$ cat config.mk
export PLATFORM = sky130hd
export DESIGN_NAME = uart_echo_ctrl
export DESIGN_NICKNAME = d
export VERILOG_FILES = /design/src/rtl/uart_pkg.sv /design/src/rtl/uart_sync_fifo.sv /design/src/rtl/uart_echo_ctrl.sv
export SDC_FILE = /design/constraint.sdc
export NUM_CORES = 1
export LEC_CHECK = 0
export CORE_MARGIN = 2
export CORE_UTILIZATION = 50
export DETAILED_ROUTE_END_ITERATION = 6
export PLACE_DENSITY = 0.73
export SLEW_MARGIN = 20
export SYNTH_ARGS = -nofsm -noshare
export SYNTH_HDL_FRONTEND = slang
export SYNTH_SLANG_ARGS = --single-unit
$ cat constraint.sdc
create_clock -name clk -period 2.85 [get_ports clk]
set_input_delay 0.855 -clock clk [delete_from_list [all_inputs] [get_ports clk]]
set_output_delay 0.855 -clock clk [all_outputs]
set_load 0.005 [all_outputs]
$ cat src/rtl/uart_pkg.sv
// Shared definitions for the UART echo controller: TX FSM encoding, handshake timeout,
// default byte width and a saturating counter helper used by the optional statistics.
package uart_pkg;

    typedef enum logic [1:0] {
        IDLE      = 2'd0,
        LAUNCH    = 2'd1,
        WAIT_ACK  = 2'd2,
        WAIT_DONE = 2'd3
    } tx_state_e;

    localparam int ACK_TIMEOUT    = 4;
    localparam int ACK_CNT_W      = $clog2(ACK_TIMEOUT);
    localparam int DEFAULT_DATA_W = 8;

    function automatic logic [15:0] sat_inc16(input logic [15:0] value);
        return (value == 16'hFFFF) ? value : value + 16'd1;
    endfunction

endpackage

$ cat src/rtl/uart_sync_fifo.sv
// Single-clock circular-buffer FIFO; pointers wrap naturally because DEPTH is a power of two.
// A push into a full FIFO is accepted only when a pop happens in the same cycle.
module uart_sync_fifo #(
    parameter int DEPTH  = 8,
    parameter int DATA_W = 8
) (
    input  logic                     clk,
    input  logic                     rst,
    input  logic                     push,
    input  logic                     pop,
    input  logic [DATA_W-1:0]        din,
    output logic [DATA_W-1:0]        dout,
    output logic                     full,
    output logic                     empty,
    output logic [$clog2(DEPTH):0]   count
);

    localparam int PTR_W = $clog2(DEPTH);
    localparam int CNT_W = PTR_W + 1;

    logic [DATA_W-1:0] mem_q [DEPTH];
    logic [PTR_W-1:0]  wr_ptr_q, wr_ptr_d;
    logic [PTR_W-1:0]  rd_ptr_q, rd_ptr_d;
    logic [CNT_W-1:0]  count_q, count_d;
    logic              do_push, do_pop;

    assign full    = (count_q == CNT_W'(DEPTH));
    assign empty   = (count_q == '0);
    assign do_pop  = pop & ~empty;
    assign do_push = push & (~full | do_pop);
    assign dout    = mem_q[rd_ptr_q];
    assign count   = count_q;

    always_comb begin
        wr_ptr_d = wr_ptr_q;
        rd_ptr_d = rd_ptr_q;
        count_d  = count_q;
        if (do_push) begin
            wr_ptr_d = wr_ptr_q + PTR_W'(1);
        end
        if (do_pop) begin
            rd_ptr_d = rd_ptr_q + PTR_W'(1);
        end
        case ({do_push, do_pop})
            2'b10:   count_d = count_q + CNT_W'(1);
            2'b01:   count_d = count_q - CNT_W'(1);
            default: count_d = count_q;
        endcase
    end

    always_ff @(posedge clk or posedge rst) begin
        if (rst) begin
            wr_ptr_q <= '0;
            rd_ptr_q <= '0;
            count_q  <= '0;
        end else begin
            wr_ptr_q <= wr_ptr_d;
            rd_ptr_q <= rd_ptr_d;
            count_q  <= count_d;
        end
    end

    // Storage needs no reset: an entry is only read after it has been written.
    always_ff @(posedge clk) begin
        if (do_push) begin
            mem_q[wr_ptr_q] <= din;
        end
    end

endmodule

$ cat src/rtl/uart_echo_ctrl.sv
// Echo responder between UART receiver and transmitter: acks and buffers each received byte,
// then replays it one frame at a time. Define UART_ECHO_STATS_EN to add rx_total/drop_total.
module uart_echo_ctrl
    import uart_pkg::*;
#(
    parameter int DEPTH  = 8,
    parameter int DATA_W = DEFAULT_DATA_W
) (
    input  logic                     clk,
    input  logic                     rst,
    input  logic [DATA_W-1:0]        rx_data,
    input  logic                     rx_rdy,
    output logic                     rx_rdy_clr,
    output logic                     tx_wr_en,
    output logic [DATA_W-1:0]        tx_data,
    input  logic                     tx_busy,
    output logic [$clog2(DEPTH):0]   fifo_count,
    output logic                     overflow
`ifdef UART_ECHO_STATS_EN
   ,output logic [15:0]              rx_total,
    output logic [15:0]              drop_total
`endif
);

    tx_state_e              state_q, state_d;
    logic [ACK_CNT_W-1:0]   ack_cnt_q, ack_cnt_d;
    logic [DATA_W-1:0]      tx_data_q, tx_data_d;
    logic                   clr_q, clr_d;
    logic                   overflow_q, overflow_d;

    logic                   capture, push, pop, drop;
    logic                   fifo_full, fifo_empty;
    logic [DATA_W-1:0]      fifo_dout;

    // The receiver keeps rdy high for a cycle after our clear, so the cycle after a capture is ignored.
    assign capture    = rx_rdy & ~clr_q & ~rst;
    assign pop        = (state_q == IDLE) & ~fifo_empty & ~tx_busy;
    assign push       = capture & (~fifo_full | pop);
    assign drop       = capture & fifo_full & ~pop;
    assign clr_d      = capture;
    assign overflow_d = overflow_q | drop;

    assign rx_rdy_clr = capture;
    assign tx_wr_en   = (state_q == LAUNCH);
    assign tx_data    = tx_data_q;
    assign overflow   = overflow_q;

    uart_sync_fifo #(
        .DEPTH  (DEPTH),
        .DATA_W (DATA_W)
    ) u_fifo (
        .clk   (clk),
        .rst   (rst),
        .push  (push),
        .pop   (pop),
        .din   (rx_data),
        .dout  (fifo_dout),
        .full  (fifo_full),
        .empty (fifo_empty),
        .count (fifo_count)
    );

    always_comb begin
        state_d   = state_q;
        ack_cnt_d = ack_cnt_q;
        tx_data_d = tx_data_q;
        case (state_q)
            IDLE: begin
                if (pop) begin
                    state_d   = LAUNCH;
                    tx_data_d = fifo_dout;
                end
            end
            LAUNCH: begin
                state_d   = WAIT_ACK;
                ack_cnt_d = '0;
            end
            // A transmitter that never raises busy must not stall the echo path forever.
            WAIT_ACK: begin
                if (tx_busy) begin
                    state_d = WAIT_DONE;
                end else if (ack_cnt_q == ACK_CNT_W'(ACK_TIMEOUT - 1)) begin
                    state_d = IDLE;
                end else begin
                    ack_cnt_d = ack_cnt_q + ACK_CNT_W'(1);
                end
            end
            WAIT_DONE: begin
                if (!tx_busy) begin
                    state_d = IDLE;
                end
            end
            default: state_d = IDLE;
        endcase
    end

    always_ff @(posedge clk or posedge rst) begin
        if (rst) begin
            state_q    <= IDLE;
            ack_cnt_q  <= '0;
            tx_data_q  <= '0;
            clr_q      <= 1'b0;
            overflow_q <= 1'b0;
        end else begin
            state_q    <= state_d;
            ack_cnt_q  <= ack_cnt_d;
            tx_data_q  <= tx_data_d;
            clr_q      <= clr_d;
            overflow_q <= overflow_d;
        end
    end

`ifdef UART_ECHO_STATS_EN
    logic [15:0] rx_total_q, rx_total_d;
    logic [15:0] drop_total_q, drop_total_d;

    always_comb begin
        rx_total_d   = capture ? sat_inc16(rx_total_q) : rx_total_q;
        drop_total_d = drop ? sat_inc16(drop_total_q) : drop_total_q;
    end

    always_ff @(posedge clk or posedge rst) begin
        if (rst) begin
            rx_total_q   <= '0;
            drop_total_q <= '0;
        end else begin
            rx_total_q   <= rx_total_d;
            drop_total_q <= drop_total_d;
        end
    end

    assign rx_total   = rx_total_q;
    assign drop_total = drop_total_q;
`endif

endmodule
# Word-level counts from Yosys, hierarchy flattened
# Memory sizes are Yosys's and may differ from the RTL's. A register that Yosys moved wholly into a read port is not among the register bits.
# Cells that the tools add are included.
# classes
n_mux	11
n_reduce_logical	7
eq_ne	12
addsub	5
n_bitwise	18
# ops
op	n
2-bit 2-to-1 mux	6
1-bit bitwise AND	9
2-bit equality test, second input constant	4
2-bit inequality test, second input constant	4
2-bit case mux with 4 select lines	1
4-bit case mux with 2 select lines	1
3-bit by 1-bit adder with 3-bit output, second input constant	2
1-bit NOT	6
3-bit AND reduction	2
4-bit by 1-bit adder with 4-bit output, second input constant	1
2-bit by 1-bit equality test with 1-bit output, second input constant	2
4-bit equality test, second input constant	1
4-bit logical NOT	1
2-bit case mux with 2 select lines	1
2-bit nonzero test	2
4-bit by 1-bit subtractor with 4-bit output, second input constant	1
3-bit inequality test, second input constant	1
1-bit OR	3
2-bit by 1-bit adder with 2-bit output, second input constant	1
2-bit logical NOT	1
1-bit 2-to-1 mux	2
2-bit AND reduction	1
# word_totals
in_bits	12
memories	1
regBits	16
ramBits	64
# memory_table
memory	depth	width	rd	rd_ports_with_merged_regs	write_ports	line_no	rtl
u_fifo.mem_q	8	8	1	1	1	uart_sync_fifo.sv:21	logic [DATA_W-1:0] mem_q [DEPTH];

# Logic depth before layout (Yosys ltp)
# Gate-level depths: netlist of the first run.
# logic_depth
depth_word	9
ltp_mapped	13

# Modules after synthesis
# Synthesis of the first run repeated with hierarchy kept, for this count alone.
# unflattened
hier_cells	234
area_unflattened_um2	3803.6
# by_module_without_submodules
module	area_each_um2	cells_per_inst	seq_area_each_um2	instances
uart_sync_fifo	3135.5	165	2172.1	1
uart_echo_ctrl	668.1	69	350.3	1

# Least setup slack after synthesis of the first run
# OpenSTA, ideal clock, no wires.
# synth_path
kind	input -> register
from	input port rst
to	register u_fifo.count_q[2] (netlist: u_fifo.count[2])
stages	10
setup_ps	131
arrival_time_ps	2620
required_ps	2719
setup_slack_ps	100
n_path_buf	0
cell_sequence	or3b_4 -> a31oi_4 -> inv_1 -> ha_1 -> xor2_1 -> ha_1 -> a21oi_1 -> xor2_1 -> nor2_1 -> xor2_1
# synth_between
elab_chain_len	6
elab_cells_between_ends	8
# synth_lines
item	line_no	rtl
from (decl)	uart_echo_ctrl.sv:10	input logic rst,
1-bit NOT (*)	uart_echo_ctrl.sv:36	assign capture = rx_rdy & ~clr_q & ~rst;
1-bit bitwise AND (*)	uart_echo_ctrl.sv:36	
1-bit bitwise AND (*)	uart_echo_ctrl.sv:38	assign push = capture & (~fifo_full | pop);
1-bit bitwise AND (*)	uart_sync_fifo.sv:30	assign do_push = push & (~full | do_pop);
2-bit by 1-bit equality test with 1-bit output or 2-bit equality test (tied branches)	uart_sync_fifo.sv:44	case ({do_push, do_pop})
4-bit case mux with 2 select lines or 2-bit nonzero test (tied branches)	-	
to (signal assigned)	uart_sync_fifo.sv:59	count_q <= count_d;
to (decl)	uart_sync_fifo.sv:24	logic [CNT_W-1:0] count_q, count_d;
# Mark *: on every way between the ends. The rest lies on a longest branch, timed or not.
# A chain may end at the register's enable or synchronous reset.

# Worst setup path in the final report of the first run
# layout_path
from	input port rx_rdy
to	output port rx_rdy_clr
# layout_between
elab_chain_len	2
# layout_lines
item	line_no	rtl
from (decl)	uart_echo_ctrl.sv:12	input logic rx_rdy,
1-bit bitwise AND (2 in a row)	uart_echo_ctrl.sv:36	
to (decl)	uart_echo_ctrl.sv:13	output logic rx_rdy_clr,
# Every way passes these cells.

==> impl_metrics.ini, run 1 <==
[timing]
hold_ws_ns = 0.503
tightestPinTransition_ns = 0.879
tns_ns = 0
rsz0062_at_grt = yes
period_share = 0.991
fmax_mhz = 354
hold_viol = 0
setup_slack_ns = 0.0266
slew_headroom = 0.413
maxSlewViolCount = 0
fin_crit_ns = 2.82
worst_clock_skew_ns = 0.0144
setup_viol = 0

[pwr]
pwr-share-clk = 0.223
p_leak_nw = 1.77
p_per_area_nw_per_um2 = 935
switchingPower_mw = 1.41
combPwrFrac = 0.350
sw_frac_of_total = 0.333
p_seq_frac = 0.427
p_int_mw = 2.82
irDropWorstVdd_mv = 0.328

[outcome]
status = finished, final reports clean

[placement]
dp_slack_ns = -0.337
port_buffers = 26
dp_hpwl_um = 4960
place_congestion = 0.769

[die]
core_sq_um = 7290
initial_core_util = 0.519
rows = 31
io_pins = 27
dieArea_sq_um = 8270
die_w_um = 91.0
chipHeight_um = 91.0

[clocking]
clock_path_buffers = 2
numCtsBuffers = 9
htree_levels = 3
ctsHoldBuffers = 0
cts_tree = built
cts_setup_buffers = 0
cts.sinks = 88
clk_pin_slew_worst_paths_ns = 0.09
worstSkewPairLatency_ns = 0.36
cts_root_buf = clkbuf_8

[critical_path]
critPathCaptureType = primary output
cp.arrival_ns = 1.97
crit_fanout = 2
r2r_slack_ns = 0.42
critPathKind = in -> out
required_ns = 2.00
start_kind = input port

[final_layout]
drive_above_1_share = 0.188
nets = 332
regArea_sq_um = 2520
multi_input_area_sq_um = 1160
n_antenna_cell = 0
area_delta_synth_final_pct = 19.7
fillers = 563

[detailed_routing]
dr.pass1.iters = 4
vias = 2244
drc = 0
vias_per_cell = 5.43
wl_um = 7320
wl_per_cell_um = 17.7
drt_iter0_drc = 143
antenna_left = 0

[logic_synthesis]
synth.net_count = 278
syn_inst = 255
syn_avg_cell_area_sq_um = 14.8
ys_ff_latch = 88
synth_top_area_frac = 0.508
ys_seq_area_frac = 0.667
synth_area_leaders = edfxtp_1 (51%), dfrtp_1 (16%), mux2i_1 (8.5%)
synth_area_sq_um = 3780
synth_area_leader_cell = edfxtp_1
ys_types = 37
synth_warnings = 0

[global_routing]
grt_pass1_wl_um = 11700
grt_usage = 0.188
grt_pass1_vias = 2303
gr-total-overflow = 0
antenna_found_initial = 0
grt_max_degree = 25

[min_path]
min_path_type = reg -> reg

[flow_run]
cap_violations = 0
sequential cells by signal, indices dropped and copies added, names as in the netlist:
signal and cells:
clr_q 1, u_fifo.wr_ptr_q 3, u_fifo.rd_ptr_q 3, u_fifo.mem_q 64, u_fifo.count 4, overflow 1, ack_cnt_q 2, state_q 2
tx_data 8
cell type report:
cell class	count	share of cell area
sequential	88	0.558
multi-input combinational	149	0.257
timing repair buffer	54	0.104
clock buffer	10	0.0282
tap	99	0.0274
clock inverter	6	0.0202
inverter	7	0.00581
cell usage after synthesis:
master / count
buf_2: 2
buf_1: 3
mux2_4: 1
a22o_1: 1
a221oi_4: 1
o21ai_0: 13
ha_1: 11
a41o_1: 1
a22oi_1: 16
a32oi_1: 1
nor3_2: 3
xor2_1: 5
xnor2_1: 4
o22ai_1: 1
buf_6: 2
nand2_2: 1
nand2_1: 15
nand3_1: 10
dfrtp_1: 24
mux2_2: 2
and2_1: 1
nor2b_1: 2
nand2b_4: 1
nand2b_2: 1
a31oi_1: 1
inv_1: 7
nor4_2: 1
nand2b_1: 3
edfxtp_1: 64
or3b_4: 1
nor3b_1: 1
a21oi_1: 5
nor2_1: 12
buf_4: 4
o21a_1: 1
a31oi_4: 1
mux2i_1: 32
final timing paths:
kind                              startpoint                  to  cells past startpoint
worst max-delay path                  rx_rdy          rx_rdy_clr                      4
worst max register to register    state_q[0]     u_fifo.count[2]                     12
min in group asynchronous                rst               clr_q                      3
worst min register to register  ack_cnt_q[0]        ack_cnt_q[0]                      1
worst min-delay path            ack_cnt_q[0]        ack_cnt_q[0]                      1
max in group asynchronous                rst  u_fifo.wr_ptr_q[1]                      3
logic make-up after synthesis:
logic type	share of synthesized area
xor+xnor	0.0208
simple gates	0.0738
buf+inv	0.0265
mux	0.0946
compound gates	0.0807
fa+ha+maj	0.0364
flops	0.667
power by group through the flow:
stage                     Combinational [mW]  Sequential (mW)  Clock (mW)
after floorplan                         1.01             1.78           0
after global placement                  1.44             1.81           0
after detailed placement                1.49             1.83           0
after CTS                               1.50             1.80       0.959
after global routing                    1.63             1.84        1.01
final                                   1.48             1.81       0.945
metal layers:
layer	vias to the layer above	wire, um	global-route usage
met5	-	0	0
li1	1064	-	-
met4	0	161	0.0871
met1	1121	3250	0.237
met3	11	240	0.0324
met2	48	3660	0.317
repair_timing:
item                                    CTS  global route
hold endpoints to repair                  0             0
endpoints found under the setup margin    1             2
pin swaps                                 1             1
gates cloned                              0             0
gates resized for setup                   3             2
critical path: stages:
cell             delay (ns)
clkdlybuf4s50_1        0.44
or3b_4                 0.40
inv_2                  0.07
clkdlybuf4s15_2        0.20
placed cells by master (no fill, tap or decap), types with 4 or more instances in the layout:
cell type,n
inv_1,6
dfrtp_1,24
edfxtp_1,64
o21ai_0,13
a22oi_1,16
ha_1,10
nand2_1,15
clkdlybuf4s50_1,25
nor2_1,12
xnor2_1,4
nand3_1,10
clkbuf_8,9
a21oi_1,5
xor2_1,5
mux2i_1,32
buf_4,28
metrics by stage:
step / instances / utilization / total power, mW / area (sq um)
3_5_place_dp: 397 / 0.590 / 3.32 / 4300
5_1_grt: 413 / 0.620 / 4.47 / 4520
2_1_floorplan: 255 / - / 2.79 / 3780
6_report: 413 / 0.620 / 4.23 / 4520
3_3_place_gp: 397 / 0.590 / 3.25 / 4300
4_1_cts: 413 / 0.620 / 4.26 / 4520
Note: power is estimated with default switching activity, not from simulation.
==> run 2: changes to the inputs <==
Settings changed: PLACE_DENSITY 0.73 to 0.81.
==> impl_metrics.ini, run 2 (synthesis results as in run 1) <==
[die]
chipHeight_um = 91.0
dieArea_sq_um = 8270
core_sq_um = 7290
initial_core_util = 0.519
die_w_um = 91.0
io_pins = 27
rows = 31

[critical_path]
start_kind = input port
crit_fanout = 2
critPathCaptureType = flop
required_ns = 3.08
critPathKind = in -> reg
cp.arrival_ns = 3.00

[final_layout]
stdcell_count = 413
mostFrequentLayoutCells = edfxtp_1 (64), mux2i_1 (32), buf_4 (28)
n_antenna_cell = 0
nets = 332
fin_area_sq_um = 4520
fillers = 567
regArea_sq_um = 2520
drive_above_1_share = 0.188
largest_register_ffs = 64
regMostFlops = u_fifo.mem_q
area_delta_synth_final_pct = 19.5
multi_input_area_sq_um = 1160
final_common_cell = edfxtp_1

[global_routing]
antenna_found_initial = 0
grt_pass1_wl_um = 11500
grt_pass1_vias = 2267
grt_usage = 0.184
gr-total-overflow = 0
grt_max_degree = 35

[timing]
slew_headroom = 0.470
fin_crit_ns = 2.77
tightestPinTransition_ns = 0.794
fmax_mhz = 361
period_share = 0.972
setup_viol = 0
tns_ns = 0
hold_viol = 0
worst_clock_skew_ns = 0.00735
setup_slack_ns = 0.0792
maxSlewViolCount = 0

[clocking]
clock_path_buffers = 2
clk_pin_slew_worst_paths_ns = 0.08
numCtsBuffers = 9
cts_tree = built
cts_root_buf = clkbuf_8
htree_levels = 3
cts_setup_buffers = 0
worstSkewPairLatency_ns = 0.35
cts.sinks = 88

[placement]
post_dp_cell_area_sq_um = 4300
place_congestion = 0.798
dp.cells = 397
dp_slack_ns = -0.319
dp_hpwl_um = 4680
port_buffers = 26

[detailed_routing]
drc = 0
drt_iter0_drc = 130
wl_um = 6980
dr.pass1.iters = 4
vias_per_cell = 5.36
vias = 2215
antenna_left = 0
wl_per_cell_um = 16.9

[min_path]
min_path_type = reg -> reg

[pwr]
power_mw = 4.21
p_per_area_nw_per_um2 = 931
p_leak_nw = 1.77
irDropWorstVdd_mv = 0.413

[flow_run]
cap_violations = 0

[outcome]
status = finished, final reports clean
==> run 2: cell count changes in the layout (fill, tap and decap cells not counted), sizes merged <==
cell	delta
clkbuf	+1
clkdlybuf4s15	-1
clkinv	-1
inv	+1
==> run 2: final timing paths <==
kind / startpoint / end / slack (ns) / cells past startpoint
worst max-delay path: rx_rdy / u_fifo.count[2] / 0.08 / 11
worst min-delay path: overflow / overflow / 0.49 / 1
worst max register to register: state_q[0] / u_fifo.count[2] / 0.43 / 12
worst min register to register: overflow / overflow / 0.49 / 1
max in group asynchronous: rst / u_fifo.rd_ptr_q[1] / 1.73 / 3
min in group asynchronous: rst / ack_cnt_q[0] / 0.88 / 3
==> run 2: timing repair <==
action	in CTS	in global routing
hold buffers	0	0
gates resized for setup	2	3
setup endpoints to repair	1	2
pin swaps	1	0
hold endpoints to repair	0	0
==> run 2: through the flow <==
step                       util  hold WS [ns]
after global routing      0.620         0.528
after CTS                 0.620         0.496
after global placement    0.590         0.451
after detailed placement  0.590         0.476
final                     0.620         0.489
after floorplan               -         0.460
==> run 2: power by group <==
group | internal (mW) | switching [mW]
Combinational | 0.726 | 0.752
Sequential | 1.60 | 0.201
Clock | 0.500 | 0.433
==> run 2: cell type report <==
type / instances / share of cell area
multi-input combinational: 149 / 0.257
timing repair buffer: 54 / 0.103
tap: 99 / 0.0274
clock inverter: 6 / 0.0202
inverter: 7 / 0.00581
clock buffer: 10 / 0.0282
sequential: 88 / 0.558
==> run 2: per-layer routing <==
layer  global-route usage  part of all wire  vias to the layer above
li1                     -                 -                     1058
met1                0.231              0.41                     1084
met2                0.293              0.50                       58
met3               0.0357             0.055                       15
met4                0.121             0.028                        0
met5                    0                 0                        -
==> run 2: worst max-delay path, stage by stage <==
cell and delay (ns):
clkdlybuf4s50_1 0.44, or3b_4 0.40, a31oi_4 0.16, inv_1 0.07, ha_1 0.20, xor2_1 0.15
ha_1 0.21, a21oi_2 0.12, xor2_1 0.18, nor2_1 0.08, xor2_1 0.14
